===== src/rtl/menor_pkg.sv =====
// Shared state encoding for the windowed-minimum finder.
package menor_pkg;

   localparam int ESTADO_W = 2;

   typedef enum logic [ESTADO_W-1:0] {
      VAZIO   = 2'd0,
      ACUMULA = 2'd1,
      ENTREGA = 2'd2
   } estado_t;

endpackage


===== src/rtl/comparador_menor.sv =====
// Combinational a-vs-b comparator: a strictly less than b, and a equal to b.
// Define MENOR_SINAL_EN for two's-complement ordering; unsigned otherwise.
module comparador_menor #(
   parameter int LARGURA = 10
) (
   input  logic [LARGURA-1:0] a_i,
   input  logic [LARGURA-1:0] b_i,
   output logic               menor_o,
   output logic               igual_o
);

`ifdef MENOR_SINAL_EN
   assign menor_o = $signed(a_i) < $signed(b_i);
`else
   assign menor_o = a_i < b_i;
`endif

   assign igual_o = (a_i == b_i);

endmodule


===== src/rtl/menor_janela.sv =====
// Streaming windowed minimum: one result (min, first index, tie) per JANELA samples.
// Signed comparison when MENOR_SINAL_EN is defined, unsigned otherwise.
module menor_janela
   import menor_pkg::*;
#(
   parameter int LARGURA = 10,
   parameter int JANELA  = 8,
   parameter int IDXW    = $clog2(JANELA)
) (
   input  logic               clk,
   input  logic               rst,
   input  logic               in_valido,
   output logic               in_pronto,
   input  logic [LARGURA-1:0] in_dado,
   output logic               out_valido,
   input  logic               out_pronto,
   output logic [LARGURA-1:0] out_menor,
   output logic [IDXW-1:0]    out_indice,
   output logic               out_empate
);

   // Handshake: a transfer happens on a rising edge where valid and ready are both 1.
   estado_t              estado_q;
   logic [IDXW-1:0]      cont_q;
   logic [LARGURA-1:0]   menor_q, menor_d, out_menor_q;
   logic [IDXW-1:0]      indice_q, indice_d, out_indice_q;
   logic                 empate_q, empate_d, out_empate_q;
   logic                 cmp_menor, cmp_igual;
   logic                 in_xfer, out_xfer, ultima;

   comparador_menor #(.LARGURA(LARGURA)) u_cmp (
      .a_i     (in_dado),
      .b_i     (menor_q),
      .menor_o (cmp_menor),
      .igual_o (cmp_igual)
   );

   assign in_pronto  = (estado_q == ENTREGA) ? out_pronto : 1'b1;
   assign out_valido = (estado_q == ENTREGA);
   assign in_xfer    = in_valido && in_pronto;
   assign out_xfer   = out_valido && out_pronto;
   assign ultima     = (cont_q == IDXW'(JANELA - 1));

   assign out_menor  = out_menor_q;
   assign out_indice = out_indice_q;
   assign out_empate = out_empate_q;

   // Running result including the current sample; first occurrence of the minimum wins.
   always_comb begin
      menor_d  = menor_q;
      indice_d = indice_q;
      empate_d = empate_q;
      if (cmp_menor) begin
         menor_d  = in_dado;
         indice_d = cont_q;
         empate_d = 1'b0;
      end else if (cmp_igual) begin
         empate_d = 1'b1;
      end
   end

   always_ff @(posedge clk) begin
      if (rst) begin
         estado_q     <= VAZIO;
         cont_q       <= '0;
         menor_q      <= '0;
         indice_q     <= '0;
         empate_q     <= 1'b0;
         out_menor_q  <= '0;
         out_indice_q <= '0;
         out_empate_q <= 1'b0;
      end else begin
         case (estado_q)
            VAZIO: begin
               if (in_xfer) begin
                  menor_q  <= in_dado;
                  indice_q <= '0;
                  empate_q <= 1'b0;
                  cont_q   <= IDXW'(1);
                  estado_q <= ACUMULA;
               end
            end
            ACUMULA: begin
               if (in_xfer) begin
                  menor_q  <= menor_d;
                  indice_q <= indice_d;
                  empate_q <= empate_d;
                  if (ultima) begin
                     cont_q       <= '0;
                     out_menor_q  <= menor_d;
                     out_indice_q <= indice_d;
                     out_empate_q <= empate_d;
                     estado_q     <= ENTREGA;
                  end else begin
                     cont_q <= cont_q + IDXW'(1);
                  end
               end
            end
            ENTREGA: begin
               // A sample arriving with the result handoff opens the next window at once.
               if (out_xfer) begin
                  if (in_xfer) begin
                     menor_q  <= in_dado;
                     indice_q <= '0;
                     empate_q <= 1'b0;
                     cont_q   <= IDXW'(1);
                     estado_q <= ACUMULA;
                  end else begin
                     estado_q <= VAZIO;
                  end
               end
            end
            default: estado_q <= VAZIO;
         endcase
      end
   end

endmodule


===== config.mk =====
export PLATFORM = sky130hd
export DESIGN_NAME = menor_janela
export DESIGN_NICKNAME = d
export VERILOG_FILES = /design/src/rtl/menor_pkg.sv /design/src/rtl/comparador_menor.sv /design/src/rtl/menor_janela.sv
export SDC_FILE = /design/constraint.sdc
export NUM_CORES = 1
export LEC_CHECK = 0
export ABC_CLOCK_PERIOD_IN_PS = 2700
export CAP_MARGIN = 30
export CORE_ASPECT_RATIO = 1.2
export CORE_UTILIZATION = 45
export CTS_CLUSTER_SIZE = 40
export DETAILED_ROUTE_END_ITERATION = 7
export PLACE_DENSITY = 0.7
export SYNTH_ARGS = -nofsm -noshare
export SYNTH_HDL_FRONTEND = slang
export SYNTH_SLANG_ARGS = --single-unit

===== constraint.sdc =====
create_clock -name clk -period 2.7 [get_ports clk]
set_input_delay 0.675 -clock clk [delete_from_list [all_inputs] [get_ports clk]]
set_output_delay 0.675 -clock clk [all_outputs]
set_load 0.005 [all_outputs]

==> metrics.cfg, run 1 <==
[outcome]
run_status=completed

[critical_path]
crit_type=primary input to flop
critPathMaxFanout=19
crit_path_start_kind=primary input
cpMaxStageDelayCell=clkdlybuf4s50_1
critical_path_depth=8
reg2regPathDepth=8
reg2reg_slack_ps=620
path_buf_inv=2
end_kind=flop
cp_data_arrival_time_ps=2730
cp.required_ps=2910
crit_chain=clkdlybuf4s50_1 -> ha_1 -> nand4_1 -> a211oi_2 -> buf_4 -> o21ai_4 -> a31o_1 -> a21oi_1
critPathMaxStageDelay_ps=430
path_delay_family=compound AO/OA/AOI/OAI gates

[floorplanning]
die_w_um=58.73
fp.dieH_um=70.08
rows=24
io_pins=30
die_area_um2=4116
core_um2=3664
initial_utilization_pct=47.44

[cts]
postCtsSetupBuffers=0
clock-sinks=33
clkLatencyLatePin_ps=280
cts_tree=done
cts_max_level=2
cts-root-buf=clkbuf_8
clock_path_buffers=2
cts_hold_buf=0
cts_buffers=5
ctsResizeCount=0
path_clk_slew_ps=70

[yosys]
ys.flop_type=dfxtp_1
synth_area_um2=1738
ys_warn_count=0
synthTopCellsByArea=dfxtp_1 38%, ha_1 8.6%, mux2i_1 8.6%, a211oi_1 6.0%, a21oi_1 4.6%
ys_ff_latch=33
synthArstFlopShare_pct=0
synth-edff-count=0
synth_area_per_cell_um2=9.052
netlist.area_leader.share_pct=38.01
syn-num-nets=218
netlist_instances=192
seq_area_frac_synth_pct=38.01
yosysUniqueCellTypes=33
yosys.area.top_type=dfxtp_1

[power]
power.share.sequential_pct=42.6
power_frac_clock_pct=40.1
p_leak_nw=0.8639
swShare_pct=24.77
p_switching_mw=0.2954
comb_power_share_pct=17.4
p_int_mw=0.8974
p_per_area_nw_per_um2=519.0
peakVddDrop_mv=0.2892

[drt]
finalWirelength_um=3840
avgRoutedWirePerCell_um=13.33
vias_per_cell=5.333
vias=1536
first_pass_iters=4
antenna_left=0
drt_first_iter_violations=39
drc=0

[worst_hold_path]
hold_path_class=flop to flop
hold_depth=2

[timing]
period_share_pct=93.67
fmax_mhz=395.4
hold_viol=0
rsz0062_at_grt=false
drv_slew=0
period_needed_ps=2529
finClkSkew_ps=2.907
worstMarginPinSlew_ps=628.0
slew_headroom_pct=58.05
setup_viol=0
timing.hold.ws_ps=458.8

[global_route]
grt_overflow_total=0
grt_pass1_vias=1404
grt_pass1_wl_um=6389
grt_use_total_pct=20.38
grt_antenna_before_repair=0
grt_max_degree=34

[finish]
drive_gt1_share_pct=14.41
area_delta_synth_final_pct=32.25
fin_nets=261
fin_cells=288
final_cell_mix=33 x dfxtp_1, 29 x clkdlybuf4s50_1, 19 x buf_4
fillerInstances=320
antenna_cells=0
final_common_cell=dfxtp_1

[run]
maxCapViolCount=0

[place]
gp_congestion=0.7831
hpwl_um=2844
portBuffers=29
place_inst=280

==> synthesized netlist by cell type (all sizes together), types with 3 or more instances <==
cell    count
inv        12
a211oi     16
o21ai       5
ha         12
dfxtp      33
nand2      11
a22o        3
clkbuf      7
mux2i      15
nand3       3
nand2b      3
buf         5
nand4      11
a21oi      18
a31o        9
nor2       16
nor2b       3
==> power by group through the flow <==
stage          combinational [mW]  sequential [mW]  clock (mW)
6_report                    0.207            0.508       0.478
5_1_grt                     0.228            0.509       0.502
4_1_cts                     0.206            0.508       0.485
3_5_place_dp                0.204            0.519           0
3_3_place_gp                0.197            0.518           0
2_1_floorplan               0.134            0.517           0
==> tightest hold or removal path, cell delays in order (launching register included) <==
cell and delay (ps):
dfxtp_1 310, nand2_1 50, a21oi_1 50
==> routing by layer <==
| layer | track usage (%) | vias up | part of all wire (%) |
|---|---|---|---|
| met4 | 7.937 | 0 | 1.6 |
| li1 | - | 791 | - |
| met3 | 4.630 | 6 | 3.6 |
| met2 | 32.20 | 23 | 49 |
| met5 | 0 | - | 0 |
| met1 | 26.55 | 716 | 46 |
==> through the flow <==
step	power (mW)	area [um2]	utilization (%)	TNS [ps]	setup WS, ps
final	1.193	2298	62.74	0	170.9
after global routing	1.239	2298	62.74	0	20.96
after CTS	1.198	2291	62.53	0	85.83
after detailed placement	0.7225	2175	59.36	-1661	-162.8
after global placement	0.7147	2175	59.36	-841.8	-84.13
after floorplan	0.6513	1738	-	0	471.8
==> sequential cells by signal (all words and copies together) (netlist names) <==
name,cells
out_menor,10
cont_q,3
out_indice,3
empate_q,1
estado_q,2
out_empate,1
menor_q,10
indice_q,3
==> final timing paths <==
kind | endpoint | start
worst max-delay path | menor_q[5]$_SDFFE_PP0P_ | in_dado[9]
worst min-delay path | empate_q$_SDFFE_PP0P_ | empate_q$_SDFFE_PP0P_
worst max register to register | menor_q[5]$_SDFFE_PP0P_ | menor_q[9]$_SDFFE_PP0P_
worst min register to register | empate_q$_SDFFE_PP0P_ | empate_q$_SDFFE_PP0P_
==> kinds of logic after synthesis <==
| family | Yosys count | synth area share (%) |
|---|---|---|
| DFF | 33 | 38.01 |
| buffers and inverters | 24 | 6.119 |
| adders and majority gates | 12 | 8.639 |
| AOI/OAI and AO/OA | 55 | 23.11 |
| muxes | 15 | 8.639 |
| and+or+nand+nor | 53 | 15.48 |
==> final cells by class <==
class	instances	area, um2	share of cell area [%]
Clock inverter	1	30.03	1.306
Tap cell	52	65.06	2.831
Multi-Input combinational cell	135	978.4	42.57
Sequential cell	33	660.6	28.74
Inverter	12	45.04	1.960
Clock buffer	7	86.33	3.756
Timing Repair Buffer	48	432.9	18.84
Power figures use the tool's default switching activity.
==> inputs of run 2 (changes only) <==
- HOLD_SLACK_MARGIN: default -> 0.15
- PLACE_DENSITY: 0.7 -> 0.69
- SYNTH_HIERARCHICAL: default -> 1
==> run 2 against run 1 <==
Clock power is 16% higher. Critical path type unchanged. Via count is 7.5% lower. Non-clock buffer count is 3 lower. Wire length is 2.0% higher. Register-to-register slack worse by 220 ps. Sequential cell count stayed put. Hold slack worse by 3.5 ps. Largest power group is now the clock network. Die area is 1.4% higher. Clock-buffer cell count is 2 lower. Global-route usage is 0.47 points higher. Largest cell class unchanged.
==> metrics.cfg, run 2 <==
[critical_path]
reg2reg_slack_ps=400  ; was 620 ps
crit_type=primary input to flop  ; unchanged
cp_data_arrival_time_ps=2770  ; was 2730 ps
end_kind=flop  ; unchanged
critPathMaxFanout=10  ; was 19
cp.required_ps=2870  ; was 2910 ps
crit_path_start_kind=primary input  ; unchanged

[place]
hpwl_um=2711  ; was 2844 um
portBuffers=29  ; unchanged
gp_congestion=0.7673  ; was 0.7831

[yosys]
yosysMostFrequentCell=dfxtp_1  ; unchanged
synthTopCellsByArea=dfxtp_1 37%, mux2i_1 13%, ha_1 8.5%, a211oi_2 7.1%, nor2_1 4.9%  ; was dfxtp_1 38%, ha_1 8.6%, mux2i_1 8.6%, a211oi_1 6.0%, a21oi_1 4.6%
ys_warn_count=6  ; was 0
yosys.area.top_type=dfxtp_1  ; unchanged
synthArstFlopShare_pct=0  ; unchanged
syn-num-nets=206  ; was 218
synth_area_um2=1763  ; was 1738 um2
ys_ff_latch=33  ; unchanged
seq_area_frac_synth_pct=37.47  ; was 38.01%
yosysUniqueCellTypes=34  ; was 33
netlist_instances=180  ; was 192
synth_area_per_cell_um2=9.794  ; was 9.052 um2
netlist.area_leader.share_pct=37.47  ; was 38.01%
ys.flop_type=dfxtp_1  ; unchanged
ys_top_cells_by_count=33 x dfxtp_1, 23 x mux2i_1, 23 x nor2_1  ; was 33 x dfxtp_1, 16 x a21oi_1, 16 x nor2_1
synth-edff-count=0  ; unchanged

[global_route]
grt_use_total_pct=20.85  ; was 20.38%
grt_pass1_wl_um=6486  ; was 6389 um
grt_overflow_total=0  ; unchanged
grt_antenna_before_repair=0  ; unchanged
grt_pass1_vias=1455  ; was 1404
grt_max_degree=34  ; unchanged

[timing]
finClkSkew_ps=6.062  ; was 2.907 ps
period_share_pct=96.41  ; was 93.67%
worstMarginPinSlew_ps=398.8  ; was 628.0 ps
period_needed_ps=2603  ; was 2529 ps
setup_viol=0  ; unchanged
fin_tns_setup_ps=0  ; unchanged
slew_headroom_pct=73.41  ; was 58.05%
hold_viol=0  ; unchanged
fmax_mhz=384.2  ; was 395.4 MHz
timing.hold.ws_ps=455.3  ; was 458.8 ps
drv_slew=0  ; unchanged

[finish]
fin_nets=246  ; was 261
fillerInstances=309  ; was 320
drive_gt1_share_pct=22.17  ; was 14.41%
multi_input_area_um2=992.2  ; was 978.4 um2
antenna_cells=0  ; unchanged
final_common_cell=dfxtp_1  ; unchanged
final_cell_mix=33 x dfxtp_1, 23 x nor2_1, 23 x clkdlybuf4s50_1  ; was 33 x dfxtp_1, 29 x clkdlybuf4s50_1, 19 x buf_4
regArea_um2=660.6  ; unchanged
area_delta_synth_final_pct=32.65  ; was 32.25%

[cts]
cts_buffers=5  ; unchanged
cts-root-buf=clkbuf_8  ; unchanged
clock_path_buffers=2  ; unchanged
cts_max_level=2  ; unchanged
clkLatencyLatePin_ps=290  ; was 280 ps
clock-sinks=33  ; unchanged
cts_tree=done  ; unchanged
cts_hold_buf=0  ; unchanged
path_clk_slew_ps=70  ; about the same
postCtsSetupBuffers=0  ; unchanged

[outcome]
run_status=completed  ; unchanged

[drt]
drt_first_iter_violations=39  ; unchanged
vias_per_cell=5.205  ; was 5.333
avgRoutedWirePerCell_um=14.34  ; was 13.33 um
first_pass_iters=4  ; unchanged
antenna_left=0  ; unchanged
drc=0  ; unchanged
vias=1421  ; was 1536
finalWirelength_um=3916  ; was 3840 um

[power]
swShare_pct=23.88  ; was 24.77%
power.share.sequential_pct=40.3  ; was 42.6%
p_int_mw=0.9695  ; was 0.8974 mW
p_per_area_nw_per_um2=544.6  ; was 519.0 nW/um2
p_leak_nw=0.9424  ; was 0.8639 nW
power_frac_clock_pct=43.5  ; was 40.1%
comb_power_share_pct=16.2  ; was 17.4%
p_switching_mw=0.3042  ; was 0.2954 mW
peakVddDrop_mv=0.4239  ; was 0.2892 mV

[floorplanning]
io_pins=30  ; unchanged
fp.dieH_um=70.57  ; was 70.08 um
die_area_um2=4173  ; was 4116 um2
rows=24  ; unchanged
core_um2=3694  ; was 3664 um2
initial_utilization_pct=47.73  ; was 47.44%
die_w_um=59.14  ; was 58.73 um

[worst_hold_path]
hold_path_class=flop to flop  ; unchanged

[run]
maxCapViolCount=0  ; unchanged

run 2: cell types whose count changed in the layout (fill, tap and decap cells not counted), sizes merged, moves of 5 or more:
cell           before  now
dlymetal6s2s        0    5
clkdlybuf4s50      29   23
mux2i              15   23
nand4              11    3
a21oi              18    7
nand2              11    6
nor2               16   30
a31o                9    0
run 2: worst paths after layout:
check                                              from                      end  cells past startpoint
worst max-delay path                         in_dado[7]  menor_q[4]$_SDFFE_PP0P_                     10
worst min-delay path            out_empate$_SDFFE_PP0P_  out_empate$_SDFFE_PP0P_                      2
worst max register to register  menor_q[4]$_SDFFE_PP0P_  menor_q[4]$_SDFFE_PP0P_                     11
worst min register to register  out_empate$_SDFFE_PP0P_  out_empate$_SDFFE_PP0P_                      2
run 2: kinds of logic after synthesis:
logic type,share of synthesized area [%]
AO/OA/AOI/OAI,17.25
adder cells (fa/ha/maj),8.516
buffers and inverters,9.438
flip-flops,37.47
multiplexers,13.06
AND/OR/NAND/NOR,14.27
run 2: stage by stage:
step / util (%) / total power, mW / cells / worst slack, ps / area, um2
after floorplan: - / 0.6473 / 180 / 174.2 / 1763
after global placement: 57.86 / 0.7092 / 265 / -271.7 / 2137
after detailed placement: 57.86 / 0.7164 / 265 / -317.1 / 2137
after CTS: 61.89 / 1.278 / 273 / 9.796 / 2286
after global routing: 63.31 / 1.327 / 273 / -6.263 / 2338
final: 63.31 / 1.274 / 273 / 97.00 / 2338
run 2: final cells by class:
type / count / share of cell area, %
clock buffers: 5 / 2.943
clock inverters: 3 / 2.782
inverters: 14 / 2.247
multi-input cells: 121 / 42.43
flip-flops and latches: 33 / 28.25
well taps: 52 / 2.782
repair buffers: 45 / 18.57
run 2: power groups by stage:
| stage | clock (mW) | sequential [mW] | combinational, mW |
|---|---|---|---|
| after floorplan | 0 | 0.519 | 0.129 |
| after global routing | 0.586 | 0.515 | 0.226 |
| final | 0.554 | 0.514 | 0.206 |
| after detailed placement | 0 | 0.524 | 0.193 |
| after CTS | 0.567 | 0.513 | 0.198 |
| after global placement | 0 | 0.522 | 0.187 |
run 2: per-layer routing:
layer | track usage (%) | share of wire, %
met1 | 20.63 | 38
met5 | 0 | 0
met4 | 7.407 | 2.3
met3 | 6.399 | 3.9
met2 | 39.52 | 56
run 2: timing repair:
item | CTS | global route
pin swaps | 2 | 6
resized for setup | 3 | 9
setup endpoints to repair | 11 | 10
run 2: worst max-delay path, cell delays in order:
cell and delay (ps):
clkdlybuf4s50_1 440, ha_1 310, a21oi_1 60, o21ai_0 150
o21ba_1 190, or3b_4 380, o211a_1 150, buf_12 160
mux2i_2 190, nor2_1 60
==> inputs of run 3 (changes only) <==
- ABC_CLOCK_PERIOD_IN_PS: 2700 -> default
==> results of run 3 <==
The final DEF is identical to that of run 2; final timing and power are the same.
==> RTL edit 1, RTL diff (settings of run 1) <==
Re-encode `estado_t` (3 values) as one-hot, 3 bits wide.
--- a/src/rtl/menor_pkg.sv
+++ b/src/rtl/menor_pkg.sv
@@ -5,6 +5,6 @@
 
-   typedef enum logic [ESTADO_W-1:0] {
-      VAZIO   = 2'd0,
-      ACUMULA = 2'd1,
-      ENTREGA = 2'd2
+   typedef enum logic [2:0] {
+      VAZIO   = 3'b001,
+      ACUMULA = 3'b010,
+      ENTREGA = 3'b100
    } estado_t;
Formal check against the unedited RTL: no difference found for any inputs over 4 cycles, from zero or initial values and one cycle with rst high; so few cycles prove little.
==> RTL edit 1 against run 1 <==
- synthesized area grew 9.0%
- final area grew 6.7%
- total power shrank 1.6%
- largest cell class unchanged
- sequential cell count grew 1
- highest routed layer unchanged
- combinational power grew 21%
- setup slack lost 52 ps
- routed wire length shrank 4.8%
- critical path type is now input port to output port
- sequential power grew 5.7%
==> RTL edit 1: results (changes against run 1) <==
yosys:
  syn_area_per_cell_um2: 9.42  # +4.1%
  synth_area_leaders: "dfxtp_1 36%, mux2i_1 12%, nand2b_1 8.6%"
  yosysSeqAreaShare_pct: 35.9  # -2.1 points
  synth.top_cells.by_count: "34 x dfxtp_1, 26 x nand2b_1, 23 x mux2i_1, 21 x nor2_1, 16 x inv_1"
  synth_cell_types: 36  # +9.1%
  syn_nets: 227  # +4.1%
route:
  routed_wl_um: 3660  # -4.8%
  post_drt_wl_per_cell_um: 12.0  # -10%
  vias: 1544  # +0.52%
  drt_iter0_markers: 41  # +5.1%
setup_path:
  rr_worst_depth: 8  # unchanged
  crit_fanout: 2  # -17
  cp.arrival_ps: 1910  # -820 ps
  r2r_slack_ps: 600  # -20 ps
  rr_startpoint: "menor_q[5]"
place:
  placed_cells: 298  # +6.4%
  hpwlAfterDp_um: 2720  # -4.4%
  place.gp.congestion: 0.745  # -4.9%
  dpl_cell_area_um2: 2360  # +8.6%
  place_ws_ps: -125  # +38.2 ps
cells_and_area:
  drive_above_1_share_pct: 15.9  # +1.5 points
  nNetsFinal: 277  # +6.1%
  syn2layout_area_growth_pct: 29.5
  fillers: 379  # +18%
  num_antenna_cells: 0  # unchanged
clock_tree:
  htree_num_levels: 2  # unchanged
  cts-root-buf: "clkbuf_8"
global_route:
  grt_max_degree: 30  # -12%
  grt_usage_pct: 18.9  # -1.5 points
  grt_pass1_wl_um: 6200  # -2.9%
sta:
  hold_ws_ps: 474  # +15.0 ps
  fin_skew_ps: 3.39  # +0.480 ps
  maxSlewHeadroom_pct: 77.6  # +20 points
pwr:
  swShare_pct: 27.0  # +2.2 points
  power_clock_uw: 385  # -19%
  powerSeq_uw: 537  # +5.7%
  vdd_drop_max_v: 0.000262  # -9.3%
  power.leakage_uw: 0.000930  # +7.7%
  power_density_nw_per_um2: 478  # -7.8%
min_path:
  worstHoldEndpoint: "indice_q[2]"
  hp-start: "indice_q[2]"
outcome:
  status: "finished clean"
-- RTL edit 1: cell count changes after synthesis, sizes merged, moves of 5 or more --
| cell | run 1 | this run |
|---|---|---|
| mux2i | 15 | 23 |
| nand2 | 11 | 4 |
| a31o | 9 | 0 |
| a21oi | 18 | 7 |
| nor2 | 16 | 21 |
| nand4 | 11 | 3 |
| nand2b | 3 | 26 |
-- RTL edit 1: layout make-up --
cell class	instances	share of cell area [%]
inverters	16	2.45
multi-input cells	140	43.8
clock inverters	1	0.204
well taps	54	2.76
repair buffers	54	19.5
flip-flops and latches	34	27.8
clock buffers	7	3.52
-- RTL edit 1: worst max-delay path: stages --
cell,delay (ps)
clkdlybuf4s50_1,410
or3_1,370
clkdlybuf4s50_1,450
-- RTL edit 1: logic make-up after synthesis --
| logic type | after synthesis | share of synthesized area [%] |
|---|---|---|
| adders and majority gates | 12 | 7.93 |
| AOI/OAI and AO/OA | 41 | 18.3 |
| DFF | 34 | 35.9 |
| and+or+nand+nor | 64 | 18.4 |
| muxes | 23 | 12.2 |
| buffers and inverters | 27 | 7.33 |
-- RTL edit 1: per-layer routing --
layer | GRT usage, % | vias up | wire (um) | share of wire [%]
li1 | - | 813 | - | -
met1 | 21.3 | 703 | 1740 | 47
met2 | 32.6 | 21 | 1740 | 47
met3 | 4.79 | 7 | 107 | 2.9
met4 | 8.33 | 0 | 75 | 2.1
met5 | 0 | - | 0 | 0
-- RTL edit 1: worst max path at each step --
stage | from | endpoint | slack [ps] | depth (start not counted)
final | out_pronto | in_pronto | 120 | 3
after global routing | in_dado[3] | out_menor[6] | 30 | 8
after CTS | out_pronto | in_pronto | 110 | 3
after detailed placement | in_dado[5] | menor_q[9] | -120 | 8
after global placement | in_dado[5] | out_menor[6] | -100 | 8
after floorplan | in_dado[5] | menor_q[1] | 320 | 7
==> RTL edit 2, RTL diff (flow settings as in run 1) <==
Made on the original files. Build with the macro `MENOR_SINAL_EN` defined.
--- a/src/rtl/comparador_menor.sv
+++ b/src/rtl/comparador_menor.sv
@@ -2,2 +2,4 @@
 // Define MENOR_SINAL_EN for two's-complement ordering; unsigned otherwise.
+`define MENOR_SINAL_EN
+
 module comparador_menor #(
Check against the original RTL: not equivalent (a bounded check fails within 10 cycles, from zero or initial values and one cycle with rst high).
==> RTL edit 2 against run 1 <==
- total power up 2.3%
- largest power group unchanged
- setup slack worse by 70 ps
- sequential cell count unchanged
- critical endpoint is now out_menor[7]
- first-iteration DRC count rose to 4.0 times the old value
- clock skew up 2.1 ps
- sequential power up 0.8%
- synthesized area up 29%
- routed wire length up 33%
- final area up 24%
==> RTL edit 2: results (changes against run 1) <==
pwr:
  vdd_drop_max_v: 0.000241  # -17%
sta:
  fin_skew_ps: 4.97  # +2.06 ps
global_route:
  grt_max_degree: 46  # +35%
  grt_pass1_wl_um: 8540  # +34%
  grt_pass1_vias: 1905  # +36%
place:
  hpwlAfterDp_um: 3530  # +24%
  place_ws_ps: -198  # -35.0 ps
  place.gp.congestion: 0.756  # -3.4%
  dpl_cell_area_um2: 2750  # +27%
cells_and_area:
  flops_and_latches: 33  # unchanged
  nMultiInputCombCells: 193  # +43%
  multi_input_area_share_pct: 48.9  # +6.3 points
  clkCellAreaFrac_pct: 3.55  # -1.5 points
  signal_buffers: 61  # +27%
  seq_area_share_pct: 23.2  # -5.6 points
  multi_input_area_um2: 1400  # +43%
yosys:
  synth_compound_area_share_pct: 17.7  # -5.4 points
  synth_xor_area_share_pct: 0.784  # +0.78 points
  synth_cell_types: 41  # +24%
  yosysSeqAreaShare_pct: 29.6  # -8.4 points
  muxShareOfSynthArea_pct: 4.93  # -3.7 points
  syn_nets: 291  # +33%
setup_path:
  crit_fanout: 5  # -14
  cpLargestDelayFamily: "buffers and inverters"
  reg2reg_to: "out_menor[7]"
  r2r_slack_ps: 540  # -80 ps
  rr_worst_depth: 9  # +1
route:
  drt_iter0_markers: 156  # +300%
outcome:
  status: "finished clean"
-- RTL edit 2: cell count changes in the layout (fill, tap and decap cells not counted), sizes merged, moves of 8 or more --
cell / change
a31o: -9
nand2: -8
a211oi: -10
nor4: +12
buf: +13
a21oi: +12
nand3b: +16
or3: +23
nand2b: +22
nand3: +10
nand4: -9
-- RTL edit 2: routing by layer --
metal  GRT usage (%)  vias to the layer above  share of wire [%]
met2            32.1                       47                 45
li1                -                     1033                  -
met3            4.60                        9                4.0
met1            29.0                      977                 49
met5               0                        -                  0
met4            8.51                        0                1.9
-- RTL edit 2: stage by stage --
step	instances	TNS, ps
floorplan	265	0
global placement	363	-1960
detailed placement	363	-3040
CTS	371	0
global route	371	-22.3
finish	371	0
-- RTL edit 2: power by group --
group          switching, uW  leakage [uW]  internal (uW)  total (uW)
clock network            192     0.0000542            231         423
logic                    155      0.000707            130         285
registers               10.8      0.000268            502         512
